===== src/rtl/multi_timer.sv =====
// Multi-channel programmable down-counter timer for the CPU peripheral bridge.
// Each channel has a prescaler, one-shot/periodic reload, a sticky pending flag and a masked interrupt.
module multi_timer #(
  parameter int CH_BITS = 1,
  parameter int CW      = 32,
  parameter int PS_W    = 15
) (
  input  logic                    clk,
  input  logic                    reset_n,
  input  logic [CH_BITS+1:0]      Addr,
  input  logic                    WE,
  input  logic [31:0]             DataI,
  output logic [31:0]             DataO,
  output logic [(2**CH_BITS)-1:0] irq_vec,
  output logic                    IRQ
);

  localparam int NCH = 2 ** CH_BITS;

  typedef enum logic [1:0] {IDLE, LOAD, CNTING, DONE} state_e;

  state_e            state_q  [NCH];
  state_e            state_d  [NCH];
  logic [7:0]        ctrl_q   [NCH];
  logic [7:0]        ctrl_d   [NCH];
  logic [CW-1:0]     preset_q [NCH];
  logic [CW-1:0]     preset_d [NCH];
  logic [CW-1:0]     count_q  [NCH];
  logic [CW-1:0]     count_d  [NCH];
  logic [PS_W-1:0]   presc_q  [NCH];
  logic [PS_W-1:0]   presc_d  [NCH];
  logic              pend_q   [NCH];
  logic              pend_d   [NCH];

  logic [CH_BITS-1:0] acc_ch;
  logic [1:0]         acc_reg;
  logic               sel      [NCH];
  logic               set_pend [NCH];
  logic [CW-1:0]      load_val [NCH];
  logic [PS_W-1:0]    limit    [NCH];

  assign acc_ch  = Addr[CH_BITS+1:2];
  assign acc_reg = Addr[1:0];

  always_comb begin
    for (int ch = 0; ch < NCH; ch++) begin
      state_d[ch]  = state_q[ch];
      ctrl_d[ch]   = ctrl_q[ch];
      preset_d[ch] = preset_q[ch];
      count_d[ch]  = count_q[ch];
      presc_d[ch]  = presc_q[ch];
      set_pend[ch] = 1'b0;
      sel[ch]      = WE && (acc_ch == CH_BITS'(ch));
      // A PRESET write landing in LOAD is forwarded straight into COUNT.
      load_val[ch] = (sel[ch] && acc_reg == 2'd1) ? DataI[CW-1:0] : preset_q[ch];
      limit[ch]    = PS_W'((32'd1 << ctrl_q[ch][7:4]) - 32'd1);

      case (state_q[ch])
        LOAD: begin
          count_d[ch] = load_val[ch];
          presc_d[ch] = '0;
          if (load_val[ch] == '0) begin
            state_d[ch]  = DONE;
            set_pend[ch] = 1'b1;
          end else begin
            state_d[ch] = CNTING;
          end
        end
        CNTING: begin
          if (presc_q[ch] == limit[ch]) begin
            presc_d[ch] = '0;
            if (count_q[ch] == CW'(1)) begin
              set_pend[ch] = 1'b1;
              if (ctrl_q[ch][2:1] == 2'b01 && preset_q[ch] != '0) begin
                count_d[ch] = preset_q[ch];
              end else begin
                count_d[ch] = '0;
                state_d[ch] = DONE;
              end
            end else begin
              count_d[ch] = count_q[ch] - CW'(1);
            end
          end else begin
            presc_d[ch] = presc_q[ch] + PS_W'(1);
          end
        end
        default: ;
      endcase

      // A CTRL write overrides whatever the channel was doing this edge.
      if (sel[ch] && acc_reg == 2'd0) begin
        ctrl_d[ch]   = DataI[7:0];
        state_d[ch]  = DataI[0] ? LOAD : IDLE;
        count_d[ch]  = count_q[ch];
        presc_d[ch]  = presc_q[ch];
        set_pend[ch] = 1'b0;
      end

      if (sel[ch] && acc_reg == 2'd1) begin
        preset_d[ch] = DataI[CW-1:0];
      end

      if (set_pend[ch]) begin
        pend_d[ch] = 1'b1;
      end else if (sel[ch] && acc_reg == 2'd3 && DataI[0]) begin
        pend_d[ch] = 1'b0;
      end else begin
        pend_d[ch] = pend_q[ch];
      end
    end
  end

  always_ff @(posedge clk or negedge reset_n) begin
    if (!reset_n) begin
      for (int ch = 0; ch < NCH; ch++) begin
        state_q[ch]  <= IDLE;
        ctrl_q[ch]   <= '0;
        preset_q[ch] <= '0;
        count_q[ch]  <= '0;
        presc_q[ch]  <= '0;
        pend_q[ch]   <= 1'b0;
      end
    end else begin
      for (int ch = 0; ch < NCH; ch++) begin
        state_q[ch]  <= state_d[ch];
        ctrl_q[ch]   <= ctrl_d[ch];
        preset_q[ch] <= preset_d[ch];
        count_q[ch]  <= count_d[ch];
        presc_q[ch]  <= presc_d[ch];
        pend_q[ch]   <= pend_d[ch];
      end
    end
  end

  always_comb begin
    DataO = '0;
    case (acc_reg)
      2'd0:    DataO = 32'(ctrl_q[acc_ch]);
      2'd1:    DataO = 32'(preset_q[acc_ch]);
      2'd2:    DataO = 32'(count_q[acc_ch]);
      default: DataO = 32'(pend_q[acc_ch]);
    endcase
  end

  always_comb begin
    for (int ch = 0; ch < NCH; ch++) begin
      irq_vec[ch] = pend_q[ch] & ctrl_q[ch][3];
    end
  end

  assign IRQ = |irq_vec;

endmodule

===== config.mk =====
export PLATFORM = sky130hd
export DESIGN_NAME = multi_timer
export DESIGN_NICKNAME = d
export VERILOG_FILES = /design/src/rtl/multi_timer.sv
export SDC_FILE = /design/constraint.sdc
export NUM_CORES = 1
export LEC_CHECK = 0
export CORE_AREA = 4 4 183 185
export CTS_BUF_LIST = sky130_fd_sc_hd__clkbuf_2
export DETAILED_ROUTE_END_ITERATION = 16
export DIE_AREA = 0 0 187 189
export PLACE_DENSITY = 0.56
export RECOVER_POWER = 50
export SETUP_SLACK_MARGIN = 0.1
export SYNTH_ARGS = -nofsm -noshare
export SYNTH_HDL_FRONTEND = slang
export SYNTH_SLANG_ARGS = --single-unit
export TNS_END_PERCENT = 1

===== constraint.sdc =====
create_clock -name clk -period 5.3 [get_ports clk]
set_input_delay 1.59 -clock clk [delete_from_list [all_inputs] [get_ports clk]]
set_output_delay 1.59 -clock clk [all_outputs]
set_load 0.01 [all_outputs]

==> flow_metrics.tcl <==
set metrics [dict create \
    run_status "finished with violations" \
    violations "capacitance limit, slew limit" \
    drt-vias-per-instance 6.27 \
    number_of_antenna_violations_at_the_first_check_in_global_routing 1 \
    count_of_antenna_violating_nets_left_after_detailed_routing 0 \
    timing.critical_path.from_type "input port" \
    number_of_synthesis_warnings 0 \
    finalMaxSlewViolations 143 \
    clock_insertion_delay_worst_skew_ps 860 \
    grt_use_met1_pct 34.9 \
    dp_slack_ps 32.8 \
    grt_start_max_net_pins 108 \
    fmax_ghz 0.195 \
    std_cell_rows 66 \
    initial_utilization_pct 39.1 \
    total_power_mw 6.66 \
    number_of_enable_flip_flop_cells_after_synthesis 0 \
    final.setup_skew_ps 54.7 \
    r2r-end "count_q[1]" \
    synthCells 1402 \
    globalRoute.totalOverflow 0 \
    post-cts-setup-buffer-count 0 \
    setup-violations-final 0 \
    tritoncts "yes" \
    globalRoute.busiestLayer "met2" \
    drc 0 \
    final_layout_size_suffix_gt1_share_pct 12.0 \
    synth_nets 1452 \
    finalHoldViolCount 0 \
    io_pins 73 \
    final.setup.tns_ps 0 \
    drt_pass1_iterations 5 \
    globalplace.congestion 0.893 \
    dp_hpwl_um 31300 \
    hold-worst-slack_ps 555 \
    unrepaired_setup_endpoints_after_global_routing "false" \
    dr_total_vias 11516 \
    portBuffers 72 \
    cts-root-to-sink-buffers 2 \
    design_area_mm2 0.0138 \
    core_footprint_mm2 0.0320 \
    seq_area_frac_synth_pct 35.9 \
    global_route.usage.total_pct 24.5 \
    powerDensity_mw_per_mm2 482 \
    layout.cells.non_filler 1837 \
    crit_start "Addr[0]" \
    finalCritPeriodShare_pct 96.7 \
    ys_async_sr_fraction_pct 100 \
    synthesis.area_mm2 0.0125 \
    avgSynthCellArea_um2 8.94 \
    timing.final.ws_setup_ps 175 \
    arrival_ps 3540 \
    finalWirelength_um 44100 \
    regToRegStartpoint "ctrl_q[7]" \
    wl_per_cell_um 24.0 \
    die-area_mm2 0.0353 \
    total_clock_buffers_created_by_cts 17 \
    required_ps 3710 \
    max-cap-violations 2 \
    groute.layer.met2.usage_pct 37.6 \
    vdd.ir_drop.worst_uv 296 \
    timing.max_slew.rel_slack_pct -93.8 \
    layout_min_cycle_time_ps 5130 \
    largest_fanout_on_the_critical_path 28 \
    total_leakage_power_nw 5.42 \
    number_of_global_route_vias_before_repair 11093 \
    dominantRegCellSynth "sky130_fd_sc_hd__dfrtp_1" \
    dieWidth_um 187 \
    rr_worst_depth 9 \
    synth.ff_latch_count 180 \
    worst_setup_hold_path_clk_slew_ps 240 \
    crit_path_end "DataO[14]" \
    cell_at_the_root_of_the_clock_tree "sky130_fd_sc_hd__clkbuf_2" \
    post_dp_cell_area_mm2 0.0136 \
    netlist-cell-type-count 84 \
    design.final.nets 1466 \
    kind_of_end_point_of_the_critical_path "output port" \
    die_h_um 189 \
    hold_depth 1 \
    cts.htree.levels 4 \
    r2r_setup_slack_ps 1090 \
    worstHoldPathType "reg -> reg" \
    clock-sinks 180 \
    setup.worst_path.class "in -> out" \
    tightestPinTransition_ps 2910 \
    final_util_pct 43.1 \
    dp.cells 1805 \
    grt_pass1_wl_um 68300 \
    syn_to_final_growth_pct 10.1 \
    dr.first_iter.drc_count 1181 \
    met3_resource_use_gr_pct 4.70 \
]
## area by class of cell
| class | instances | area (µm²) |
|---|---|---|
| inverter | 30 | 113 |
| timing repair buffer | 111 | 1020 |
| multi-input combinational | 1076 | 7440 |
| antenna | 1 | 2.50 |
| sequential | 180 | 4500 |
| clock buffer | 18 | 90.1 |
| tap | 408 | 510 |
| fill | 3178 | 18200 |
| clock inverter | 13 | 126 |
## state kept, by name, summed over array words and instances, names as in the netlist
name,cells
count_q,64
preset_q,64
presc_q,30
ctrl_q,16
state_q,4
pend_q,2
## where the power goes
group | total, mW | switching [mW] | internal, mW
sequential | 2.58 | 0.782 | 1.80
clock | 0.715 | 0.539 | 0.176
combinational | 3.37 | 1.95 | 1.42
## cell usage after synthesis (5+ instances only)
master                      count  share of area (%)
sky130_fd_sc_hd__dfrtp_1      180                 36
sky130_fd_sc_hd__nor2_1       112                3.4
sky130_fd_sc_hd__mux2_2        89                8.0
sky130_fd_sc_hd__nand2_1       87                2.6
sky130_fd_sc_hd__clkbuf_1      80                2.4
sky130_fd_sc_hd__a21oi_1       73                2.9
sky130_fd_sc_hd__mux2i_1       63                5.0
sky130_fd_sc_hd__nand3_1       57                2.3
sky130_fd_sc_hd__o21ai_0       49                2.0
sky130_fd_sc_hd__nor4_1        44                2.2
sky130_fd_sc_hd__xnor2_1       42                2.9
sky130_fd_sc_hd__nor3_1        38                1.5
sky130_fd_sc_hd__a31oi_1       37                1.8
sky130_fd_sc_hd__inv_1         30               0.90
sky130_fd_sc_hd__xor2_1        27                1.9
sky130_fd_sc_hd__o211ai_1      26                1.6
sky130_fd_sc_hd__o22ai_1       26                1.3
sky130_fd_sc_hd__a22oi_1       20                1.2
sky130_fd_sc_hd__nand4_1       20                1.0
sky130_fd_sc_hd__and3_1        18               0.90
sky130_fd_sc_hd__buf_2         17               0.68
sky130_fd_sc_hd__o22a_1        17                1.2
sky130_fd_sc_hd__a211oi_1      16               0.96
sky130_fd_sc_hd__nor2b_1       16               0.80
sky130_fd_sc_hd__or3_1         14               0.70
sky130_fd_sc_hd__nand2b_1      13               0.65
sky130_fd_sc_hd__buf_1         12               0.36
sky130_fd_sc_hd__ha_1          12                1.2
sky130_fd_sc_hd__or4_1         12               0.72
sky130_fd_sc_hd__and2_1         9               0.45
sky130_fd_sc_hd__and4_1         8               0.56
sky130_fd_sc_hd__o21a_1         8               0.48
sky130_fd_sc_hd__a21o_1         7               0.42
sky130_fd_sc_hd__o31ai_1        7               0.42
sky130_fd_sc_hd__or2_2          6               0.30
sky130_fd_sc_hd__a221oi_1       5               0.35
sky130_fd_sc_hd__buf_6          5               0.45
sky130_fd_sc_hd__o211a_1        5               0.40
sky130_fd_sc_hd__o2bb2ai_1      5               0.35
## what timing repair did
item / CTS / global route
hold buffers: 0 / 0
setup endpoints to repair: 19 / 0
endpoints found under the hold margin: 0 / 0
resized for setup: 1 / 0
## worst max-delay path, stage by stage
cell and delay (ps):
sky130_fd_sc_hd__clkdlybuf4s50_1 440, sky130_fd_sc_hd__buf_12 190, sky130_fd_sc_hd__nand2b_1 190, sky130_fd_sc_hd__buf_4 270
sky130_fd_sc_hd__o22ai_1 250, sky130_fd_sc_hd__clkdlybuf4s50_1 580
## logic make-up (layout without fill, tap and decap cells)
kind of cell	after synthesis	in the layout	synth area share [%]
compound gates	356	356	19.4
xor+xnor	69	69	4.82
fa+ha+maj	12	12	1.20
buf+inv	146	172	4.90
flops	180	180	35.9
mux	154	154	13.2
other cells	0	1	0
simple gates	485	485	20.6
## layer usage
layer  share of wire (%)  vias up
li1                    -     5274
met1                  45     5682
met2                  45      476
met3                 7.2       84
met4                 2.9        0
met5                   0        -
## placed cells by master, fill, tap and decap left out, drive strengths merged, types with 8 or more instances in the layout
cell type / synthesis / routed
xnor2: 42 / 42
nor2: 112 / 112
mux2i: 63 / 63
and4: 8 / 8
nor3: 39 / 39
dfrtp: 180 / 180
o21a: 8 / 8
nand2: 87 / 87
inv: 30 / 34
clkdlybuf4s50: 0 / 69
and3: 18 / 18
a211oi: 16 / 16
nor4: 48 / 48
or4: 13 / 13
a31oi: 37 / 37
nand2b: 13 / 13
ha: 12 / 12
xor2: 27 / 27
o22a: 17 / 17
clkbuf: 80 / 27
buf: 36 / 32
nand4: 20 / 20
o21ai: 53 / 53
o22ai: 26 / 26
o211ai: 26 / 26
and2: 11 / 11
a21oi: 73 / 73
nand3: 57 / 57
a22oi: 20 / 20
mux2: 91 / 91
nor2b: 16 / 16
or3: 15 / 15
## worst min-delay path by stage
stage / startpoint / to
2_1_floorplan: ctrl_q[0] / ctrl_q[0]
3_3_place_gp: ctrl_q[0] / ctrl_q[0]
3_5_place_dp: ctrl_q[0] / ctrl_q[0]
4_1_cts: ctrl_q[0] / ctrl_q[0]
5_1_grt: ctrl_q[0] / ctrl_q[0]
6_report: ctrl_q[0] / ctrl_q[0]
No activity file was read; power rests on OpenSTA's default activity.
==> edit (same flow settings) <==
Set the parameter `PS_W` to 17 (it was 15).
--- a/src/rtl/multi_timer.sv
+++ b/src/rtl/multi_timer.sv
@@ -3,7 +3,7 @@
 module multi_timer #(
   parameter int CH_BITS = 1,
   parameter int CW      = 32,
-  parameter int PS_W    = 15
+  parameter int PS_W    = 17
 ) (
   input  logic                    clk,
   input  logic                    reset_n,
Formal check against the unedited RTL: same outputs for any inputs over 4 cycles, from zero or initial values and one cycle with reset_n low; that may be too few to reach the edited logic, so the function may still have changed.
==> edit against the original RTL <==
- the run still ends with capacitance limit, slew limit left
- sequential cell count up 4
- cell area up 5.2%
- area after synthesis up 4.4%
- count of clock-buffer cells in the layout down 1
- core utilization up 2.3 points
- worst hold slack better by 5.1 ps
- synthesized cell count up 4.7%
- wire length up 4.9%
- setup slack worse by 19 ps
- total power up 4.6%
==> edit: results (changes against the original RTL) <==
status=finished with violations (unchanged); failing checks=capacitance limit, slew limit (unchanged); Layout Skew=43.9 ps (was 54.7 ps); Clock-cell share=0.0189 (was 0.0157); MaxCap Viol Count=4 (was 2); CTS clk-pin slew, worst paths=330 ps (was 240 ps); count of cell types in the netlist=83 (was 84); Syn Area/Cell=8.92 sq um (was 8.94 sq um); Seq/Total Area, Yosys=0.352 (was 0.359); initial antenna violation count=2 (was 1); worst vdd ir=0.000452 V (was 0.000296 V); Nets=1543 (was 1466); Setup crit start=Addr[1] (was Addr[0]); largest registers=count_q: 64 flops, preset_q: 64 flops, presc_q: 34 flops (was count_q: 64 flops, preset_q: 64 flops, presc_q: 30 flops); Hold EP=ctrl_q[8] (was ctrl_q[0]); register area=4600 sq um (was 4500 sq um); Static Leak=5.96 nW (was 5.42 nW); fin. max-slew vios=226 (was 143); Place WS=12.2 ps (was 32.8 ps); largest cells by area after synthesis=dfrtp_1 (35%), mux2i_1 (8.7%), mux2_2 (6.3%), nor2_1 (3.5%), xnor2_1 (2.9%) (was dfrtp_1 (36%), mux2_2 (8.0%), mux2i_1 (5.0%), nor2_1 (3.4%), xnor2_1 (2.9%)); final non-filler cell total=1915 (was 1837); worst r2r path cells=12 (was 9); worst hold slack=560 ps (was 555 ps); CP max stage cell=clkbuf_1 (was clkdlybuf4s50_1); Post-synth top cells=dfrtp_1 (184), nor2_1 (121), mux2i_1 (114) (was dfrtp_1 (180), nor2_1 (112), mux2_2 (89)); total track usage=0.257 (was 0.245); Compound-Gate Fraction of Synth Area=0.160 (was 0.194); CP max stage delay=1660 ps (was 580 ps); #MultiIn Comb=1094 (was 1076); Max FO, Critical Path=36 (was 28); RD Place Congestion=0.935 (was 0.893); Arr. time, crit path=5970 ps (was 3540 ps); relative slew slack=-0.621 (was -0.938); origin of the critical flop-to-flop path=ctrl_q[13] (was ctrl_q[7]); Filler cells=3148 (was 3178); vias in the first global route=11500 (was 11100); Area Overhead vs Synth=11.0% (was 10.1%); Non-clock buffers=116 (was 111); Routed WL per cell=24.1 um (was 24.0 um); Synth Register Bits=184 (was 180); insertion delay to the later sink of the worst-skew pair=840 ps (was 860 ps); first-pass GRT wire length=71400 um (was 68300 um); cell area after placement=14300 sq um (was 13600 sq um); Hold Crit Start=ctrl_q[8] (was ctrl_q[0]); Multi-input gate area=7770 sq um (was 7440 sq um); initial drt markers=1231 (was 1181); Inverters, non-clock=80 (was 30); post-synthesis xor/xnor area fraction=0.0502 (was 0.0482); fin crit share=0.971 (was 0.967); Cell Area, Synth=13100 sq um (was 12500 sq um); largest net degree at the start of global routing=94 (was 108)
edit: changes by cell type in the layout (fill, tap and decap cells not counted), moves of 6 or more:
cell	unedited run	this run
clkbuf_1	8	2
mux2_2	80	68
mux2i_1	63	114
a31oi_1	37	23
nand2_1	87	72
nand3_1	57	43
or3_1	14	24
nand4_1	20	39
o21ai_0	49	55
o22a_1	17	0
nor2_1	111	120
buf_4	28	39
inv_1	30	80
edit: report_power, final:
group / leakage, nW / switching (mW) / internal [mW] / total (mW)
logic: 3.52 / 1.97 / 1.52 / 3.49
registers: 2.28 / 0.800 / 1.83 / 2.63
clock network: 0.162 / 0.565 / 0.277 / 0.842
total: 5.96 / 3.34 / 3.63 / 6.97
edit: layer usage:
layer	part of all wire	up-vias	global-route usage
li1	-	5496	-
met5	0.00015	-	0
met1	0.47	5926	0.378
met2	0.44	451	0.393
met3	0.067	62	0.0428
met4	0.025	2	0.0680
edit: what timing repair did:
item / in CTS / in global routing
pin swaps: 1 / 0
setup endpoints to repair: 1 / 2
resized for setup: 2 / 1
